===== config.mk =====
export PLATFORM = sky130hd
export DESIGN_NAME = viterbi_link_ctrl_flat
export DESIGN_NICKNAME = d
export VERILOG_FILES = /design/src/rtl/viterbi_link_ctrl_if.sv /design/src/rtl/viterbi_link_ctrl.sv /design/src/flat_wrapper.sv
export SDC_FILE = /design/constraint.sdc
export NUM_CORES = 1
export LEC_CHECK = 0
export CORE_MARGIN = 2
export CORE_UTILIZATION = 50
export DETAILED_ROUTE_END_ITERATION = 6
export PLACE_DENSITY = 0.73
export SYNTH_ARGS = -nofsm -noshare
export SYNTH_HDL_FRONTEND = slang
export SYNTH_SLANG_ARGS = --single-unit
export TNS_END_PERCENT = 30

===== constraint.sdc =====
create_clock -name clk -period 3.45 [get_ports clk]
set_clock_uncertainty 0.2 [all_clocks]
set_input_delay 1.035 -clock clk [delete_from_list [all_inputs] [get_ports clk]]
set_output_delay 1.035 -clock clk [all_outputs]
set_load 0.01 [all_outputs]

===== src/rtl/viterbi_link_ctrl_if.sv =====
// Handshake/config bundle between the link controller and its encoder/channel/decoder datapath.
interface viterbi_link_ctrl_if #(parameter int FRAME_W = 8);
  logic               start_i;
  logic [FRAME_W-1:0] frame_len_i;
  logic [7:0]         err_period_i;
  logic [3:0]         err_burst_i;
  logic [1:0]         err_pattern_i;
  logic               src_bit_i;
  logic               src_req_o;
  logic               enable_encoder_o;
  logic               encoder_i_o;
  logic [1:0]         err_inj_o;
  logic               dec_bit_i;
  logic               busy_o;
  logic               done_o;
  logic [15:0]        chan_err_ct_o;
  logic [15:0]        bit_err_ct_o;

  modport master (
    input  start_i, frame_len_i, err_period_i, err_burst_i, err_pattern_i, src_bit_i, dec_bit_i,
    output src_req_o, enable_encoder_o, encoder_i_o, err_inj_o, busy_o, done_o,
    chan_err_ct_o, bit_err_ct_o
  );

  modport slave (
    output start_i, frame_len_i, err_period_i, err_burst_i, err_pattern_i, src_bit_i, dec_bit_i,
    input  src_req_o, enable_encoder_o, encoder_i_o, err_inj_o, busy_o, done_o,
    chan_err_ct_o, bit_err_ct_o
  );
endinterface


===== src/rtl/viterbi_link_ctrl.sv =====
// Frame sequencer for encoder -> channel -> Viterbi decoder: feeds data+tail, injects channel
// errors, counts post-decode mismatches. VITERBI_CTRL_PRBS_EN selects internal PRBS7 data.
module viterbi_link_ctrl #(
  parameter int FRAME_W = 8,
  parameter int TAIL    = 2,
  parameter int DEC_LAT = 20
) (
  input  logic                 clk,
  input  logic                 rst,
  viterbi_link_ctrl_if.master  bus
);
  localparam logic [2:0] S_IDLE  = 3'd0;
  localparam logic [2:0] S_SEND  = 3'd1;
  localparam logic [2:0] S_TAIL  = 3'd2;
  localparam logic [2:0] S_DRAIN = 3'd3;
  localparam logic [2:0] S_DONE  = 3'd4;
  localparam int CW = 16;

  logic [2:0]         state, state_nx;
  logic [CW-1:0]      cnt, cnt_nx;
  logic [FRAME_W-1:0] len_q;
  logic [7:0]         per_q, pc;
  logic [3:0]         burst_q;
  logic [1:0]         pat_q;
  logic [DEC_LAT-1:0] ln_data, ln_bit;
  logic               start_ev, data_bit, mismatch, inj_now;
  logic [16:0]        chan_sum;

  assign start_ev = (state == S_IDLE) && bus.start_i;

  always_comb begin
    state_nx = state;
    cnt_nx   = cnt + CW'(1);
    case (state)
      S_IDLE: begin
        cnt_nx = '0;
        if (bus.start_i) state_nx = (bus.frame_len_i != '0) ? S_SEND : S_TAIL;
      end
      S_SEND:  if (cnt == CW'(len_q) - CW'(1)) begin state_nx = S_TAIL;  cnt_nx = '0; end
      S_TAIL:  if (cnt == CW'(TAIL - 1))       begin state_nx = S_DRAIN; cnt_nx = '0; end
      S_DRAIN: if (cnt == CW'(DEC_LAT - 1))    begin state_nx = S_DONE;  cnt_nx = '0; end
      S_DONE:  begin state_nx = S_IDLE; cnt_nx = '0; end
      default: begin state_nx = S_IDLE; cnt_nx = '0; end
    endcase
  end

`ifdef VITERBI_CTRL_PRBS_EN
  logic [6:0] lfsr, lfsr_cur;
  // Reseed is folded into the start edge so the first SEND bit already comes from 7'h01.
  assign lfsr_cur = (state == S_IDLE) ? 7'h01 : lfsr;
  assign data_bit = lfsr_cur[6];
  always_ff @(posedge clk or negedge rst) begin
    if (!rst)                    lfsr <= 7'h01;
    else if (state_nx == S_SEND) lfsr <= {lfsr_cur[5:0], lfsr_cur[6] ^ lfsr_cur[5]};
  end
`else
  assign data_bit = bus.src_bit_i;
`endif

  // Outputs are registered from the next state so they line up with the state they describe.
  // src_req_o marks the cycle carrying the bit taken at its opening edge; the source then advances.
  assign inj_now  = bus.enable_encoder_o && (per_q != 8'd0) && (pc < {4'd0, burst_q});
  assign mismatch = ln_data[DEC_LAT-1] && (ln_bit[DEC_LAT-1] != bus.dec_bit_i);
  assign chan_sum = {1'b0, bus.chan_err_ct_o} + 17'(bus.err_inj_o[0]) + 17'(bus.err_inj_o[1]);

  always_ff @(posedge clk or negedge rst) begin
    if (!rst) begin
      state                <= S_IDLE;
      cnt                  <= '0;
      len_q                <= '0;
      per_q                <= '0;
      burst_q              <= '0;
      pat_q                <= '0;
      pc                   <= '0;
      ln_data              <= '0;
      ln_bit               <= '0;
      bus.src_req_o        <= 1'b0;
      bus.enable_encoder_o <= 1'b0;
      bus.encoder_i_o      <= 1'b0;
      bus.err_inj_o        <= 2'b00;
      bus.busy_o           <= 1'b0;
      bus.done_o           <= 1'b0;
      bus.chan_err_ct_o    <= '0;
      bus.bit_err_ct_o     <= '0;
    end else begin
      state                <= state_nx;
      cnt                  <= cnt_nx;
      bus.src_req_o        <= (state_nx == S_SEND);
      bus.enable_encoder_o <= (state_nx == S_SEND) || (state_nx == S_TAIL);
      bus.encoder_i_o      <= (state_nx == S_SEND) && data_bit;
      bus.busy_o           <= (state_nx != S_IDLE);
      bus.done_o           <= (state_nx == S_DONE);
      bus.err_inj_o        <= inj_now ? pat_q : 2'b00;

      ln_data[0] <= bus.src_req_o;
      ln_bit[0]  <= bus.encoder_i_o;
      for (int i = 1; i < DEC_LAT; i++) begin
        ln_data[i] <= ln_data[i-1];
        ln_bit[i]  <= ln_bit[i-1];
      end

      if (start_ev) begin
        len_q             <= bus.frame_len_i;
        per_q             <= bus.err_period_i;
        burst_q           <= bus.err_burst_i;
        pat_q             <= bus.err_pattern_i;
        pc                <= '0;
        bus.chan_err_ct_o <= '0;
        bus.bit_err_ct_o  <= '0;
      end else begin
        if (bus.enable_encoder_o && per_q != 8'd0)
          pc <= (pc == per_q - 8'd1) ? 8'd0 : pc + 8'd1;
        bus.chan_err_ct_o <= chan_sum[16] ? 16'hFFFF : chan_sum[15:0];
        if (mismatch && bus.bit_err_ct_o != 16'hFFFF)
          bus.bit_err_ct_o <= bus.bit_err_ct_o + 16'd1;
      end
    end
  end
endmodule


===== src/flat_wrapper.sv =====
// flat-port wrapper written by rule: the top's interface ports become plain ports
module viterbi_link_ctrl_flat 
#(
  parameter int FRAME_W = 8,
  parameter int TAIL    = 2,
  parameter int DEC_LAT = 20
)
  (clk, rst, bus_start_i, bus_frame_len_i, bus_err_period_i, bus_err_burst_i, bus_err_pattern_i, bus_src_bit_i, bus_dec_bit_i, bus_src_req_o, bus_enable_encoder_o, bus_encoder_i_o, bus_err_inj_o, bus_busy_o, bus_done_o, bus_chan_err_ct_o, bus_bit_err_ct_o);
  viterbi_link_ctrl_if #(.FRAME_W(FRAME_W)) bus_i ();
  input  logic clk;
  input  logic rst;
  input wire logic [$bits(bus_i.start_i)-1:0] bus_start_i;
  input wire logic [$bits(bus_i.frame_len_i)-1:0] bus_frame_len_i;
  input wire logic [$bits(bus_i.err_period_i)-1:0] bus_err_period_i;
  input wire logic [$bits(bus_i.err_burst_i)-1:0] bus_err_burst_i;
  input wire logic [$bits(bus_i.err_pattern_i)-1:0] bus_err_pattern_i;
  input wire logic [$bits(bus_i.src_bit_i)-1:0] bus_src_bit_i;
  input wire logic [$bits(bus_i.dec_bit_i)-1:0] bus_dec_bit_i;
  output wire logic [$bits(bus_i.src_req_o)-1:0] bus_src_req_o;
  output wire logic [$bits(bus_i.enable_encoder_o)-1:0] bus_enable_encoder_o;
  output wire logic [$bits(bus_i.encoder_i_o)-1:0] bus_encoder_i_o;
  output wire logic [$bits(bus_i.err_inj_o)-1:0] bus_err_inj_o;
  output wire logic [$bits(bus_i.busy_o)-1:0] bus_busy_o;
  output wire logic [$bits(bus_i.done_o)-1:0] bus_done_o;
  output wire logic [$bits(bus_i.chan_err_ct_o)-1:0] bus_chan_err_ct_o;
  output wire logic [$bits(bus_i.bit_err_ct_o)-1:0] bus_bit_err_ct_o;
  assign bus_i.start_i = bus_start_i;
  assign bus_i.frame_len_i = bus_frame_len_i;
  assign bus_i.err_period_i = bus_err_period_i;
  assign bus_i.err_burst_i = bus_err_burst_i;
  assign bus_i.err_pattern_i = bus_err_pattern_i;
  assign bus_i.src_bit_i = bus_src_bit_i;
  assign bus_i.dec_bit_i = bus_dec_bit_i;
  assign bus_src_req_o = bus_i.src_req_o;
  assign bus_enable_encoder_o = bus_i.enable_encoder_o;
  assign bus_encoder_i_o = bus_i.encoder_i_o;
  assign bus_err_inj_o = bus_i.err_inj_o;
  assign bus_busy_o = bus_i.busy_o;
  assign bus_done_o = bus_i.done_o;
  assign bus_chan_err_ct_o = bus_i.chan_err_ct_o;
  assign bus_bit_err_ct_o = bus_i.bit_err_ct_o;
  viterbi_link_ctrl #(.FRAME_W(FRAME_W), .TAIL(TAIL), .DEC_LAT(DEC_LAT)) u_core (.clk(clk), .rst(rst), .bus(bus_i));
endmodule

==> flow_metrics.py <==
metrics = {
    "yosys": {
        "ys_types": 57,
        "ys_top_cells_by_area": "dfrtp_1 (57%), xor2_1 (5.9%), nand2_1 (5.3%)",
        "synth_top_cell_by_area": "dfrtp_1",
        "synthFlopType": "dfrtp_1",
        "async_flop_share_pct": 100,
        "synthTopCellsByCount": "dfrtp_1 (128), nand2_1 (80), nor2_1 (51)",
        "syn_nets": 574,
        "syn_inst": 535,
        "synth_area_mm2": 0.00565,
        "synth_top_area_share_pct": 56.6,
        "synth-seq-cells": 128,
        "ys_seq_area_share_pct": 56.6,
        "synth_edf_count": 0,
        "yosys_warnings": 0,
        "synth.most_common_cell": "dfrtp_1",
        "syn_avg_cell_area_um2": 10.6,
    },
    "worst_setup_path": {
        "crit_path_top_delay_cell": "a21oi_4",
        "worst-path-max-fanout": 16,
        "slowest_delay_ns": 0.43,
        "cp.required_ns": 3.52,
        "worstSetupPathType": "reg -> reg",
        "cp_cell_sequence": "inv_1 -> ha_1 -> or3b_4 -> or3_1 -> a211oi_2 -> o2111ai_2 -> a21oi_4 -> nor2_1",
        "cp_top_family": "simple AND/OR/NAND/NOR gates",
        "cp_data_arrival_time_ns": 2.93,
        "crit_path_start_kind": "flop",
        "crit_path_end_kind": "flop",
        "cp.buffers_inverters": 1,
    },
    "clock_network": {
        "clock_latency_ns": 0.40,
        "cts_setup_buffers": 0,
        "cts_tree": "yes",
        "clk_pin_slew_worst_paths_ns": 0.06,
        "clock_path_buffers": 2,
        "htreeDepth": 4,
        "cts_root_buf": "clkbuf_16",
        "clock_sinks": 128,
        "post_cts_resized": 0,
        "cts_hold_buffers": 0,
        "cts_inserted_buffers": 17,
    },
    "floorplan": {
        "start_util_pct": 51.7,
        "die_w_um": 110,
        "die_h_um": 110,
        "core_area_mm2": 0.0109,
        "dieArea_mm2": 0.0122,
        "core.rowCount": 38,
        "num_io_pins": 66,
    },
    "place": {
        "placed_cells": 729,
        "portBuffers": 65,
        "post-dp-hpwl_um": 7470,
        "globalplace.congestion": 0.838,
    },
    "timing": {
        "slew_viol_final": 0,
        "worstMarginPinSlew_ns": 0.559,
        "worst_hold_slack_ns": 0.144,
        "relSlewSlack_pct": 62.4,
        "setup_viol": 0,
        "finalHoldViolCount": 0,
        "period_share_pct": 82.8,
        "fmax_mhz": 350,
        "rsz0062_at_grt": "no",
        "min_period_ns": 2.86,
        "tns_ns": 0,
    },
    "route": {
        "ant_nets": 0,
        "post_drt_via_cell_ratio": 5.30,
        "vias": 4034,
        "drc": 0,
        "drt_iter0_markers": 288,
        "post_drt_wl_per_cell_um": 14.5,
        "wl_um": 11000,
        "first_pass_iters": 4,
    },
    "final_layout": {
        "finalNonFillerCells": 761,
        "area_delta_synth_final_pct": 24.9,
        "final_nets": 647,
        "n_antenna_cell": 0,
        "drive_gt1_share_pct": 8.05,
    },
    "global_routing": {
        "grt_start_max_net_pins": 66,
        "grt_use_total_pct": 20.0,
        "grt_pass1_vias": 4060,
        "grt_first_pass_wirelength_um": 18700,
        "grt_antenna_before_repair": 0,
        "overflow": 0,
    },
    "flow_run": {
        "drv_cap": 0,
    },
    "power_and_ir_drop": {
        "power_density_mw_per_mm2": 787,
        "p_leak_nw": 3.12,
        "peakVddDrop_uv": 422,
    },
    "status": {
        "outcome": "finished clean",
    },
    "min_path": {
        "holdCritPathClass": "reg -> reg",
    },
}
flip-flops by register name (all words and copies together) (netlist names), 2 cells and up:
register,flops
u_core.pat_q,2
u_core.len_q,8
u_core.state,3
u_core.bus.err_inj_o,2
u_core.bus.bit_err_ct_o,16
u_core.burst_q,4
u_core.bus.chan_err_ct_o,16
u_core.per_q,8
u_core.ln_bit,20
u_core.ln_data,20
u_core.pc,8
u_core.cnt,16
through the flow:
stage | worst slack (ns) | util, % | instance area (um2) | total power, mW
CTS | 0.574 | 64.6 | 7060 | 5.62
floorplan | 0.560 | - | 5650 | 3.33
detailed placement | 0.379 | 59.3 | 6480 | 3.85
finish | 0.594 | 64.6 | 7060 | 5.56
global placement | 0.405 | 59.3 | 6480 | 3.78
global route | 0.398 | 64.6 | 7060 | 5.94
metal layers:
| metal | GRT usage, % | part of all wire, % | up-vias | routed length, um |
|---|---|---|---|---|
| met5 | 0 | 0 | - | 0 |
| met4 | 5.54 | 0.21 | 0 | 23 |
| met3 | 5.23 | 4.3 | 2 | 473 |
| met2 | 32.7 | 48 | 96 | 5300 |
| met1 | 26.4 | 47 | 1950 | 5220 |
| li1 | - | - | 1986 | - |
cell families after synthesis:
family	Yosys count	synth area share (%)
AO/OA/AOI/OAI	61	7.35
XOR/XNOR	61	9.45
adder cells (fa/ha/maj)	12	2.79
buffers and inverters	32	2.46
flip-flops	128	56.6
multiplexers	3	0.531
AND/OR/NAND/NOR	238	20.8
report_power, final:
part	internal [mW]	switching, mW	leakage [nW]
logic	0.700	0.812	1.22
clock network	1.03	0.694	0.281
registers	1.95	0.374	1.62
total	3.68	1.88	3.12
final cells by class:
| cell class | instances | area [um2] |
|---|---|---|
| clock inverters | 14 | 144 |
| flip-flops and latches | 128 | 3200 |
| repair buffers | 70 | 723 |
| multi-input cells | 375 | 2320 |
| well taps | 140 | 175 |
| clock buffers | 18 | 439 |
| inverters | 16 | 60.1 |
| fillers | 889 | 3870 |
layout by cell type, fill, tap and decap left out, drive strengths merged, types with 3 or more instances in the layout:
cell type      netlist  routed
o21ai               15      15
nand2b               4       4
dfrtp              128     128
nor3b                4       4
a21oi               21      21
o31ai                3       3
clkdlybuf4s50        0      64
inv                 16      23
clkbuf              15      18
and3                11      11
and2                 5       5
nor2b                3       3
xor2                38      38
nand2               80      80
nand3               24      24
xnor2               23      23
or4                  4       4
o2111ai              3       3
or3                  3       3
nor3                 9       9
nor2                51      51
nor4                10      10
nand4               17      17
clkinv               0       4
buf                  1       6
and4                 3       3
ha                  11      11
nand3b               4       4
mux2i                3       3
worst paths after layout:
| path | slack [ns] | start | end | cells after the start |
|---|---|---|---|---|
| max | 0.59 | u_core.len_q[0]$_DFFE_PN0P_ | u_core.cnt[3]$_DFF_PN0_ | 8 |
| min | 0.14 | u_core.ln_bit[6]$_DFF_PN0_ | u_core.ln_bit[7]$_DFF_PN0_ | 0 |
| max reg2reg | 0.59 | u_core.len_q[0]$_DFFE_PN0P_ | u_core.cnt[3]$_DFF_PN0_ | 8 |
| min reg2reg | 0.14 | u_core.ln_bit[6]$_DFF_PN0_ | u_core.ln_bit[7]$_DFF_PN0_ | 0 |
| max in group asynchronous | 1.99 | rst | u_core.cnt[10]$_DFF_PN0_ | 2 |
| min in group asynchronous | 0.42 | rst | u_core.bus.bit_err_ct_o[5]$_DFFE_PN0P_ | 1 |
No activity file was read; power rests on OpenSTA's default activity.
